[src/rtl/dcache_port_arbiter_pkg.sv]
// Shared definitions for the data-cache port arbiter: FSM states, transaction-ID
// type and the fixed requester indices.
package dcache_port_arbiter_pkg;

    typedef enum logic [1:0] {
        IDLE  = 2'd0,
        REQ   = 2'd1,
        DRAIN = 2'd2
    } arb_state_e;

    localparam int unsigned DefaultTidWidth = 2;
    typedef logic [DefaultTidWidth-1:0] tid_t;

    // Requester indices; index 0 is the lowest.
    localparam int unsigned LOAD  = 0;
    localparam int unsigned STORE = 1;
    localparam int unsigned PTW   = 2;

    function automatic int unsigned ptr_width(input int unsigned nr_ports);
        return (nr_ports > 1) ? $clog2(nr_ports) : 1;
    endfunction

endpackage

[src/rtl/dcache_port_arbiter_rr_arb_select.sv]
// Combinational round-robin pick: the first requester at or after ptr
// (wrapping) wins; the result is one-hot, or zero when nobody requests.
module rr_arb_select
    import dcache_port_arbiter_pkg::*;
#(
    parameter int unsigned NrPorts  = 3,
    parameter int unsigned PtrWidth = ptr_width(NrPorts)
) (
    input  logic [NrPorts-1:0]  req,
    input  logic [PtrWidth-1:0] ptr,
    output logic [NrPorts-1:0]  gnt
);

    logic [2*NrPorts-1:0] req_dbl;
    logic [2*NrPorts-1:0] gnt_dbl;
    logic [NrPorts-1:0]   req_rot;
    logic [NrPorts-1:0]   gnt_rot;

    // Rotate so ptr lands on bit 0, isolate the lowest set bit, rotate back.
    always_comb begin
        req_dbl = {req, req} >> ptr;
        req_rot = req_dbl[NrPorts-1:0];
        gnt_rot = req_rot & (~req_rot + NrPorts'(1));
        gnt_dbl = {gnt_rot, gnt_rot} << ptr;
        gnt     = gnt_dbl[2*NrPorts-1:NrPorts];
    end

endmodule

[src/rtl/dcache_port_arbiter.sv]
// Arbitrates load/store/PTW requesters onto one tagged downstream port,
// bounds outstanding transactions and supports draining on flush.
module dcache_port_arbiter
    import dcache_port_arbiter_pkg::*;
#(
    parameter int unsigned NrPorts        = 3,
    parameter int unsigned AddrWidth      = 34,
    parameter int unsigned DataWidth      = 32,
    parameter int unsigned TidWidth       = 2,
    parameter int unsigned MaxOutstanding = 7
) (
    input  logic                                clk_i,
    input  logic                                rst_i,
    input  logic                                flush_i,
    output logic                                flush_done_o,
    input  logic [NrPorts-1:0]                  req_i,
    output logic [NrPorts-1:0]                  gnt_o,
    input  logic [NrPorts-1:0][AddrWidth-1:0]   addr_i,
    input  logic [NrPorts-1:0]                  we_i,
    input  logic [NrPorts-1:0][DataWidth/8-1:0] be_i,
    input  logic [NrPorts-1:0][DataWidth-1:0]   wdata_i,
    output logic [NrPorts-1:0]                  rvalid_o,
    output logic [DataWidth-1:0]                rdata_o,
    output logic                                mem_req_o,
    output logic [AddrWidth-1:0]                mem_addr_o,
    output logic                                mem_we_o,
    output logic [DataWidth/8-1:0]              mem_be_o,
    output logic [DataWidth-1:0]                mem_wdata_o,
    output logic [TidWidth-1:0]                 mem_tid_o,
    input  logic                                mem_gnt_i,
    input  logic                                mem_rvalid_i,
    input  logic [TidWidth-1:0]                 mem_rtid_i,
    input  logic [DataWidth-1:0]                mem_rdata_i
);

    localparam int unsigned PtrWidth = ptr_width(NrPorts);
    localparam int unsigned CntWidth = $clog2(MaxOutstanding + 1);
    localparam logic [CntWidth-1:0] MaxCnt = CntWidth'(MaxOutstanding);

    typedef struct packed {
        logic [NrPorts-1:0]     win;
        logic [TidWidth-1:0]    tid;
        logic [AddrWidth-1:0]   addr;
        logic                   we;
        logic [DataWidth/8-1:0] be;
        logic [DataWidth-1:0]   wdata;
    } payload_t;

    arb_state_e          state_q, state_d;
    logic [PtrWidth-1:0] rr_ptr_q, ptr_next;
    logic [CntWidth-1:0] outstanding_q, cnt_d;
    payload_t            pay_q, pay_d;
    logic                flush_done_q, flush_done_d;
    logic [NrPorts-1:0]  sel_oh;
    logic                load_payload;
    logic                issue_done;
    logic                rsp_ok;
    logic                live;

    rr_arb_select #(
        .NrPorts  (NrPorts),
        .PtrWidth (PtrWidth)
    ) u_rr_arb_select (
        .req (req_i),
        .ptr (rr_ptr_q),
        .gnt (sel_oh)
    );

    always_comb begin
        pay_d     = '0;
        pay_d.win = sel_oh;
        for (int unsigned i = 0; i < NrPorts; i++) begin
            if (sel_oh[i]) begin
                pay_d.tid   = TidWidth'(i);
                pay_d.addr  = addr_i[i];
                pay_d.we    = we_i[i];
                pay_d.be    = be_i[i];
                pay_d.wdata = wdata_i[i];
            end
        end
    end

    always_comb begin
        ptr_next = '0;
        for (int unsigned i = 0; i < NrPorts; i++) begin
            if (pay_q.win[i]) ptr_next = (i == NrPorts - 1) ? '0 : PtrWidth'(i + 1);
        end
    end

    // A response with nothing outstanding is a protocol error; the count stays at zero.
    always_comb begin
        rsp_ok = mem_rvalid_i && (outstanding_q != '0);
        unique case ({issue_done, rsp_ok})
            2'b10:   cnt_d = outstanding_q + CntWidth'(1);
            2'b01:   cnt_d = outstanding_q - CntWidth'(1);
            default: cnt_d = outstanding_q;
        endcase
    end

    // NOTE: every signal written here gets a default first, so no path can leave one unassigned and infer a latch.
    always_comb begin
        state_d      = state_q;
        load_payload = 1'b0;
        issue_done   = 1'b0;
        flush_done_d = 1'b0;
        unique case (state_q)
            IDLE: begin
                if (flush_i) begin
                    state_d = DRAIN;
                end else if ((|req_i) && (outstanding_q < MaxCnt)) begin
                    load_payload = 1'b1;
                    state_d      = REQ;
                end
            end
            REQ: begin
                if (mem_gnt_i) begin
                    issue_done = 1'b1;
                    state_d    = flush_i ? DRAIN : IDLE;
                end
            end
            DRAIN: begin
                if (cnt_d == '0) begin
                    flush_done_d = 1'b1;
                    state_d      = IDLE;
                end
            end
            default: state_d = IDLE;
        endcase
    end

    // NOTE: state is updated with non-blocking assignments so every register samples pre-edge values.
    always_ff @(posedge clk_i) begin
        if (rst_i) begin
            state_q       <= IDLE;
            rr_ptr_q      <= '0;
            outstanding_q <= '0;
            // NOTE: the payload is a plain register, not a memory, so it is reset to keep mem_* outputs defined.
            pay_q         <= '0;
            flush_done_q  <= 1'b0;
        end else begin
            state_q       <= state_d;
            outstanding_q <= cnt_d;
            flush_done_q  <= flush_done_d;
            if (load_payload) pay_q    <= pay_d;
            if (issue_done)   rr_ptr_q <= ptr_next;
        end
    end

    // Every output is forced low while reset is held, including the pass-through response path.
    assign live         = !rst_i;
    assign mem_req_o    = live && (state_q == REQ);
    assign mem_addr_o   = live ? pay_q.addr  : '0;
    assign mem_we_o     = live && pay_q.we;
    assign mem_be_o     = live ? pay_q.be    : '0;
    assign mem_wdata_o  = live ? pay_q.wdata : '0;
    assign mem_tid_o    = live ? pay_q.tid   : '0;
    assign gnt_o        = (mem_req_o && mem_gnt_i) ? pay_q.win : '0;
    assign rdata_o      = live ? mem_rdata_i : '0;
    assign flush_done_o = live && flush_done_q;

    always_comb begin
        rvalid_o = '0;
        for (int unsigned i = 0; i < NrPorts; i++) begin
            rvalid_o[i] = live && mem_rvalid_i && (mem_rtid_i == TidWidth'(i));
        end
    end

    rsp_without_outstanding: assert property (
        @(posedge clk_i) disable iff (rst_i) !(mem_rvalid_i && (outstanding_q == '0))
    );

endmodule

[config.mk]
export PLATFORM = sky130hd
export DESIGN_NAME = dcache_port_arbiter
export DESIGN_NICKNAME = d
export VERILOG_FILES = /design/src/rtl/dcache_port_arbiter_pkg.sv /design/src/rtl/dcache_port_arbiter_rr_arb_select.sv /design/src/rtl/dcache_port_arbiter.sv
export SDC_FILE = /design/constraint.sdc
export NUM_CORES = 1
export LEC_CHECK = 0
export CELL_PAD_IN_SITES_DETAIL_PLACEMENT = 1
export CELL_PAD_IN_SITES_GLOBAL_PLACEMENT = 1
export CORE_MARGIN = 2
export CORE_UTILIZATION = 26
export CTS_CLUSTER_DIAMETER = 150
export CTS_CLUSTER_SIZE = 14
export DETAILED_ROUTE_END_ITERATION = 10
export GPL_TIMING_DRIVEN = 1
export HOLD_SLACK_MARGIN = 0.06
export PLACE_DENSITY = 0.9
export SLEW_MARGIN = 20
export SYNTH_ARGS = -nofsm -noshare
export SYNTH_HDL_FRONTEND = slang
export SYNTH_SLANG_ARGS = --single-unit
[constraint.sdc]
create_clock -name clk_i -period 2.55 [get_ports clk_i]
set_clock_uncertainty 0.2 [all_clocks]
set_input_delay 0.3825 -clock clk_i [delete_from_list [all_inputs] [get_ports clk_i]]
set_output_delay 0.3825 -clock clk_i [all_outputs]
set_load 0.02 [all_outputs]
==> flow_metrics.py, run 1 <==
metrics = {
    "global_route": {
        "grt_pass1_wl_um": 43300,
        "met2_usage_pct": 40.5,
        "grt_pass1_vias": 7883,
        "gr-usage-met1_pct": 25.1,
        "grt_overflow": 0,
        "antenna_found_initial": 0,
        "top_usage_layer": "met2",
        "grt_max_degree": 54,
        "grt_use_total_pct": 22.5,
        "use_met3_pct": 5.32,
    },
    "flow_run": {
        "cap_viol_max_count": 0,
    },
    "critical_path": {
        "crit_type": "input port to output port",
        "critPathBufInv": 2,
        "cp.arrival_ns": 1.84,
        "path_cells": "clkdlybuf4s50_1 -> nand2b_1 -> nor3b_1 -> clkdlybuf4s50_1",
        "slowest_stage": "clkdlybuf4s50_1",
        "cp_max_fo": 3,
        "required_ns": 1.97,
        "crit_path_end_kind": "output port",
        "worstSetupStartpointType": "input port",
        "crit_family": "buffers and inverters",
        "crit_top_cell": "clkdlybuf4s50_1",
        "cp_slowest_stage_delay_ns": 0.63,
    },
    "cells_and_area": {
        "drive_gt1_share_pct": 11.8,
        "fin_util_pct": 44.4,
        "area_growth_pct": 66.7,
        "nets": 1282,
        "design_area_um2": 10100,
        "num_antenna_cells": 0,
        "final_cells": 1314,
    },
    "power": {
        "vdd_drop_max_v": 0.000265,
        "p_leak_nw": 3.57,
        "comb_power_share_pct": 33.9,
        "power_frac_seq_pct": 33.3,
        "power_density_nw_per_um2": 437,
        "power_frac_clock_pct": 32.8,
        "power_switching_mw": 1.30,
        "p_int_mw": 3.10,
        "sw_frac_of_total_pct": 29.6,
        "power.total_mw": 4.41,
    },
    "place": {
        "place_area_um2": 9760,
        "place_congestion": 0.790,
        "portBuffers": 367,
        "dpl.cell_count": 1299,
        "place_worst_setup_slack_ns": -0.191,
        "hpwl_um": 20300,
    },
    "die": {
        "initial_core_util_pct": 26.6,
        "coreArea_um2": 22700,
        "ios": 368,
        "die_h_um": 157,
        "fp-row-count": 55,
        "die_x_um": 157,
        "die_area_um2": 24500,
    },
    "clock_tree": {
        "root_buffer": "clkbuf_16",
        "cts.path.max_buffers": 2,
        "clk_pin_slew_ns": 0.07,
        "worstSkewPairLatency_ns": 0.34,
        "postCtsSetupBuffers": 0,
        "cts-buffers-inserted": 9,
        "clock_sinks": 83,
        "cts_hold_buf": 0,
        "cts_tree": "yes",
        "h-tree-depth": 3,
    },
    "logic_synthesis": {
        "async_reset_ff_share_pct": 0,
        "yosys-top-cells-area": "dfxtp_1 (27%), nor2b_1 (12%), a32oi_1 (10%)",
        "yosysSeqAreaShare_pct": 27.5,
        "synth.ff_latch_count": 83,
        "synth_nets": 956,
        "synth_common_cells": "nor2b_1 (115), dfxtp_1 (83), o21ai_0 (74)",
        "synthCells": 699,
        "synth-edff-count": 0,
        "ys_warn_count": 0,
        "synth_area_um2": 6050,
        "synth_top_cell_by_area": "dfxtp_1",
        "synth_top_area_share_pct": 27.5,
        "syn_area_per_cell_um2": 8.65,
        "synthDistinctLibCells": 39,
        "synth.most_common_cell": "nor2b_1",
        "synthFlopType": "dfxtp_1",
    },
    "sta": {
        "setup_violations": 0,
        "fin_crit_sh_pct": 95.0,
        "max_slew_margin_pct": 69.0,
        "grt_setup_unrepaired": "false",
        "period_needed_ns": 2.42,
        "tightest_slew_ns": 0.466,
        "setup_ws_ns": 0.127,
        "timing.fmax_ghz": 0.413,
        "fin_setup_tns_ns": 0,
        "hold_viol": 0,
        "holdWs_ns": 0.285,
        "slew_viol_final": 0,
    },
    "outcome": {
        "status": "completed",
    },
    "routing": {
        "ant_nets": 0,
        "drcViolationCount": 0,
        "vias": 7190,
        "wl_um": 28100,
        "via_per_inst": 5.47,
        "drtIter0Drc": 310,
        "drt_first_pass_iters": 4,
        "avgRoutedWirePerCell_um": 21.4,
    },
    "worst_hold_path": {
        "holdCritPathClass": "register to register",
    },
}
==> cells by family (layout without fill, tap and decap cells) <==
kind of cell	count (synthesis)	after routing	share of synthesized area (%)
AOI/OAI and AO/OA	301	301	34.1
buffers and inverters	86	416	11.2
xor gates and xnor gates	3	3	0.435
adders and majority gates	2	2	0.538
and+or+nand+nor	223	223	26.1
DFF	83	83	27.5
muxes	1	1	0.166
==> worst reg2reg max path, delay by kind of cell, from the launching register on <==
family	cells	cell delay, ns
flops	1	0.42
compound gates	1	0.22
fa+ha+maj	2	0.56
buf+inv	1	0.06
simple gates	3	0.43
xor+xnor	2	0.33
==> path summary, 6_finish.rpt <==
| kind | start | end | slack, ns | cells past startpoint |
|---|---|---|---|---|
| min reg2reg | pay_q[73] | pay_q[73] | 0.29 | 2 |
| min | pay_q[73] | pay_q[73] | 0.29 | 2 |
| max | mem_rvalid_i | rvalid_o[1] | 0.13 | 4 |
| max reg2reg | outstanding_q[0] | flush_done_q | 0.22 | 9 |
==> state kept, by name, summed over array words and instances, names as in the netlist <==
signal         flops
pay_q             75
outstanding_q      3
rr_ptr_q           2
state_q            2
flush_done_q       1
==> power by group through the flow <==
stage               logic [mW]  clock network [mW]  registers [mW]
floorplan                0.743                   0            1.48
global placement          1.46                   0            1.49
detailed placement        1.49                   0            1.50
CTS                       1.50                1.49            1.47
global route              1.60                1.55            1.48
finish                    1.49                1.45            1.47
==> routing by layer <==
| metal | part of all wire, % | up-vias |
|---|---|---|
| li1 | - | 3302 |
| met1 | 39 | 3496 |
| met2 | 50 | 323 |
| met3 | 7.0 | 69 |
| met4 | 4.2 | 0 |
| met5 | 0 | - |
==> final cells by class <==
type,instances,area [um^2]
flip-flops and latches,83,1660
inverters,4,15.0
well taps,285,357
clock buffers,11,243
fillers,2601,12600
multi-input cells,530,3720
repair buffers,397,4010
clock inverters,4,75.1
==> layout by cell type, fill, tap and decap left out, types with 4 or more instances in the layout <==
cell	synthesis	routed
o221ai_1	71	71
a21oi_1	8	8
buf_12	0	9
o21ai_0	74	74
buf_4	0	22
nand2_1	5	5
dfxtp_1	83	82
nor3b_1	8	8
clkdlybuf4s50_1	0	360
nor2_1	9	9
a32oi_1	71	71
clkbuf_16	0	9
o21ai_1	71	71
inv_1	4	4
and2b_2	65	65
nor2b_1	115	114
==> what timing repair did <==
action                                  in CTS  in global routing
pin swaps                                    0                  0
endpoints found under the setup margin       3                  2
endpoints found under the hold margin        0                  0
gates resized for setup                      3                  2
(Power assumes the default switching activity.)
==> inputs of run 2 (changes only) <==
--- a/config.mk
+++ b/config.mk
@@ -15,6 +15,7 @@
 export GPL_TIMING_DRIVEN = 1
 export HOLD_SLACK_MARGIN = 0.06
 export PLACE_DENSITY = 0.9
+export RECOVER_POWER = 100
 export SLEW_MARGIN = 20
 export SYNTH_ARGS = -nofsm -noshare
 export SYNTH_HDL_FRONTEND = slang
==> run 2 against run 1 <==
Compared with the run above: via count barely moved; first-iteration DRC count shrank 2.3%; worst hold slack is essentially flat; global-route usage stayed put; non-clock buffer count unchanged; critical endpoint is now mem_wdata_o[5]; largest cell class unchanged.
==> flow_metrics.py, run 2 (synthesis gave the netlist of run 1 again) <==
metrics = {
    "cells_and_area": {
        "drive_gt1_share_pct": 11.4,
        "nets": 1282,
        "layout_commonest_cell": "clkdlybuf4s50_1",
        "reg_top3": "pay_q: 75 flops, outstanding_q: 3 flops",
        "final_cells": 1314,
        "design_area_um2": 10000,
        "largest-register": "pay_q",
        "area_growth_pct": 65.8,
        "num_antenna_cells": 0,
        "largest_reg_flops": 75,
        "layout_common_cells": "clkdlybuf4s50_1 (298), o21ai_0 (140), nor2b_1 (114), dfxtp_1 (82)",
    },
    "sta": {
        "setup_violations": 0,
        "timing.fmax_ghz": 0.407,
        "fin_crit_sh_pct": 96.4,
        "period_needed_ns": 2.46,
        "setup_ws_ns": 0.0921,
        "hold_viol": 0,
        "max_slew_margin_pct": 61.1,
        "tightest_slew_ns": 0.581,
        "grt_setup_unrepaired": "false",
        "slew_viol_final": 0,
    },
    "clock_tree": {
        "cts.path.max_buffers": 2,
        "root_buffer": "clkbuf_16",
        "cts_tree": "yes",
        "postCtsSetupBuffers": 0,
        "worstSkewPairLatency_ns": 0.34,
        "cts-buffers-inserted": 9,
        "clock_sinks": 83,
        "clk_pin_slew_ns": 0.07,
        "cts_hold_buf": 0,
        "h-tree-depth": 3,
    },
    "power": {
        "vdd_drop_max_v": 0.000265,
        "power.total_mw": 4.36,
        "power_switching_mw": 1.29,
        "p_leak_nw": 3.67,
        "power_frac_seq_pct": 33.7,
        "comb_power_share_pct": 33.1,
        "sw_frac_of_total_pct": 29.6,
        "power_frac_clock_pct": 33.2,
        "p_int_mw": 3.07,
        "power_density_nw_per_um2": 435,
    },
    "critical_path": {
        "required_ns": 1.97,
        "crit_type": "input port to output port",
        "critPathBufInv": 3,
        "crit_family": "buffers and inverters",
        "path_cells": "buf_4 -> clkbuf_2 -> and2b_2 -> dlygate4sd3_1",
        "worstSetupStartpointType": "input port",
        "crit_path_end_kind": "output port",
        "slowest_stage": "dlygate4sd3_1",
        "cp_max_fo": 16,
        "cp_slowest_stage_delay_ns": 0.65,
        "cp.arrival_ns": 1.88,
    },
    "die": {
        "fp-row-count": 55,
        "coreArea_um2": 22700,
        "die_x_um": 157,
        "ios": 368,
        "initial_core_util_pct": 26.6,
        "die_area_um2": 24500,
        "die_h_um": 157,
    },
    "place": {
        "place_area_um2": 9760,
        "place_congestion": 0.790,
        "place_worst_setup_slack_ns": -0.191,
        "hpwl_um": 20300,
        "dpl.cell_count": 1299,
        "portBuffers": 367,
    },
    "worst_hold_path": {
        "holdCritPathClass": "register to register",
    },
    "routing": {
        "via_per_inst": 5.47,
        "ant_nets": 0,
        "wl_um": 28200,
        "drcViolationCount": 0,
        "drt_first_pass_iters": 4,
        "drtIter0Drc": 303,
        "avgRoutedWirePerCell_um": 21.5,
        "vias": 7183,
    },
    "flow_run": {
        "cap_viol_max_count": 0,
    },
    "global_route": {
        "grt_max_degree": 54,
        "grt_pass1_vias": 7883,
        "antenna_found_initial": 0,
        "grt_pass1_wl_um": 43300,
        "grt_overflow": 0,
        "grt_use_total_pct": 22.5,
    },
    "outcome": {
        "status": "completed",
    },
}
## run 2: cell count changes in the layout (fill, tap and decap cells not counted), sizes merged
cell | before | now
clkdlybuf4s50 | 360 | 298
dlymetal6s2s | 2 | 0
clkbuf | 11 | 17
dlygate4sd3 | 0 | 62
buf | 32 | 28
## run 2: tightest hold or removal path, delay by kind of cell (launching register included)
kind / cells / cell delay, ns
AND/OR/NAND/NOR: 1 / 0.06
AO/OA/AOI/OAI: 1 / 0.05
flip-flops: 1 / 0.33
## run 2: path summary, 6_finish.rpt
path	startpoint	end	slack, ns	cells past startpoint
hold reg to reg	pay_q[73]	pay_q[73]	0.29	2
setup reg to reg	outstanding_q[0]	flush_done_q	0.24	9
hold / removal	pay_q[73]	pay_q[73]	0.29	2
setup / recovery	rst_i	mem_wdata_o[5]	0.09	4
## run 2: what timing repair did
| action | 4_1_cts | 5_1_grt |
|---|---|---|
| endpoints found under the setup margin | 3 | 2 |
| resized for setup | 3 | 2 |
| endpoints found under the hold margin | 0 | 0 |
## run 2: final cells by class
type                       instances  area, um^2
inverter                           4        15.0
sequential                        83        1660
clock inverter                     4        75.1
clock buffer                      11         243
fill                            2603       12700
tap                              285         357
multi-input combinational        530        3700
timing repair buffer             397        3970
## run 2: power groups by stage
stage / combinational (mW) / clock (mW) / sequential [mW]
floorplan: 0.743 / 0 / 1.48
global placement: 1.46 / 0 / 1.49
detailed placement: 1.49 / 0 / 1.50
CTS: 1.50 / 1.49 / 1.47
global route: 1.56 / 1.55 / 1.48
finish: 1.44 / 1.45 / 1.47
## run 2: metrics by stage
step | TNS (ns) | hold slack (ns) | util, %
floorplan | 0 | 0.232 | -
global placement | -0.197 | 0.274 | 43.0
detailed placement | -0.527 | 0.274 | 43.0
CTS | 0 | 0.287 | 44.4
global route | 0 | 0.325 | 44.1
finish | 0 | 0.286 | 44.1
## run 2: metal layers
metal	track usage, %	vias to the layer above	part of all wire, %	wire length, um
li1	-	3303	-	-
met1	25.1	3483	39	11000
met2	40.5	322	50	14200
met3	5.32	75	6.6	1860
met4	10.1	0	4.2	1180
met5	0	-	0	0
==> inputs of run 3 (changes only) <==
--- a/config.mk
+++ b/config.mk
@@ -13,7 +13,6 @@
 export CTS_CLUSTER_SIZE = 14
 export DETAILED_ROUTE_END_ITERATION = 10
 export GPL_TIMING_DRIVEN = 1
-export HOLD_SLACK_MARGIN = 0.06
 export PLACE_DENSITY = 0.9
 export RECOVER_POWER = 100
 export SLEW_MARGIN = 20
==> results of run 3 <==
The final DEF is identical to that of run 2; final timing and power are the same.
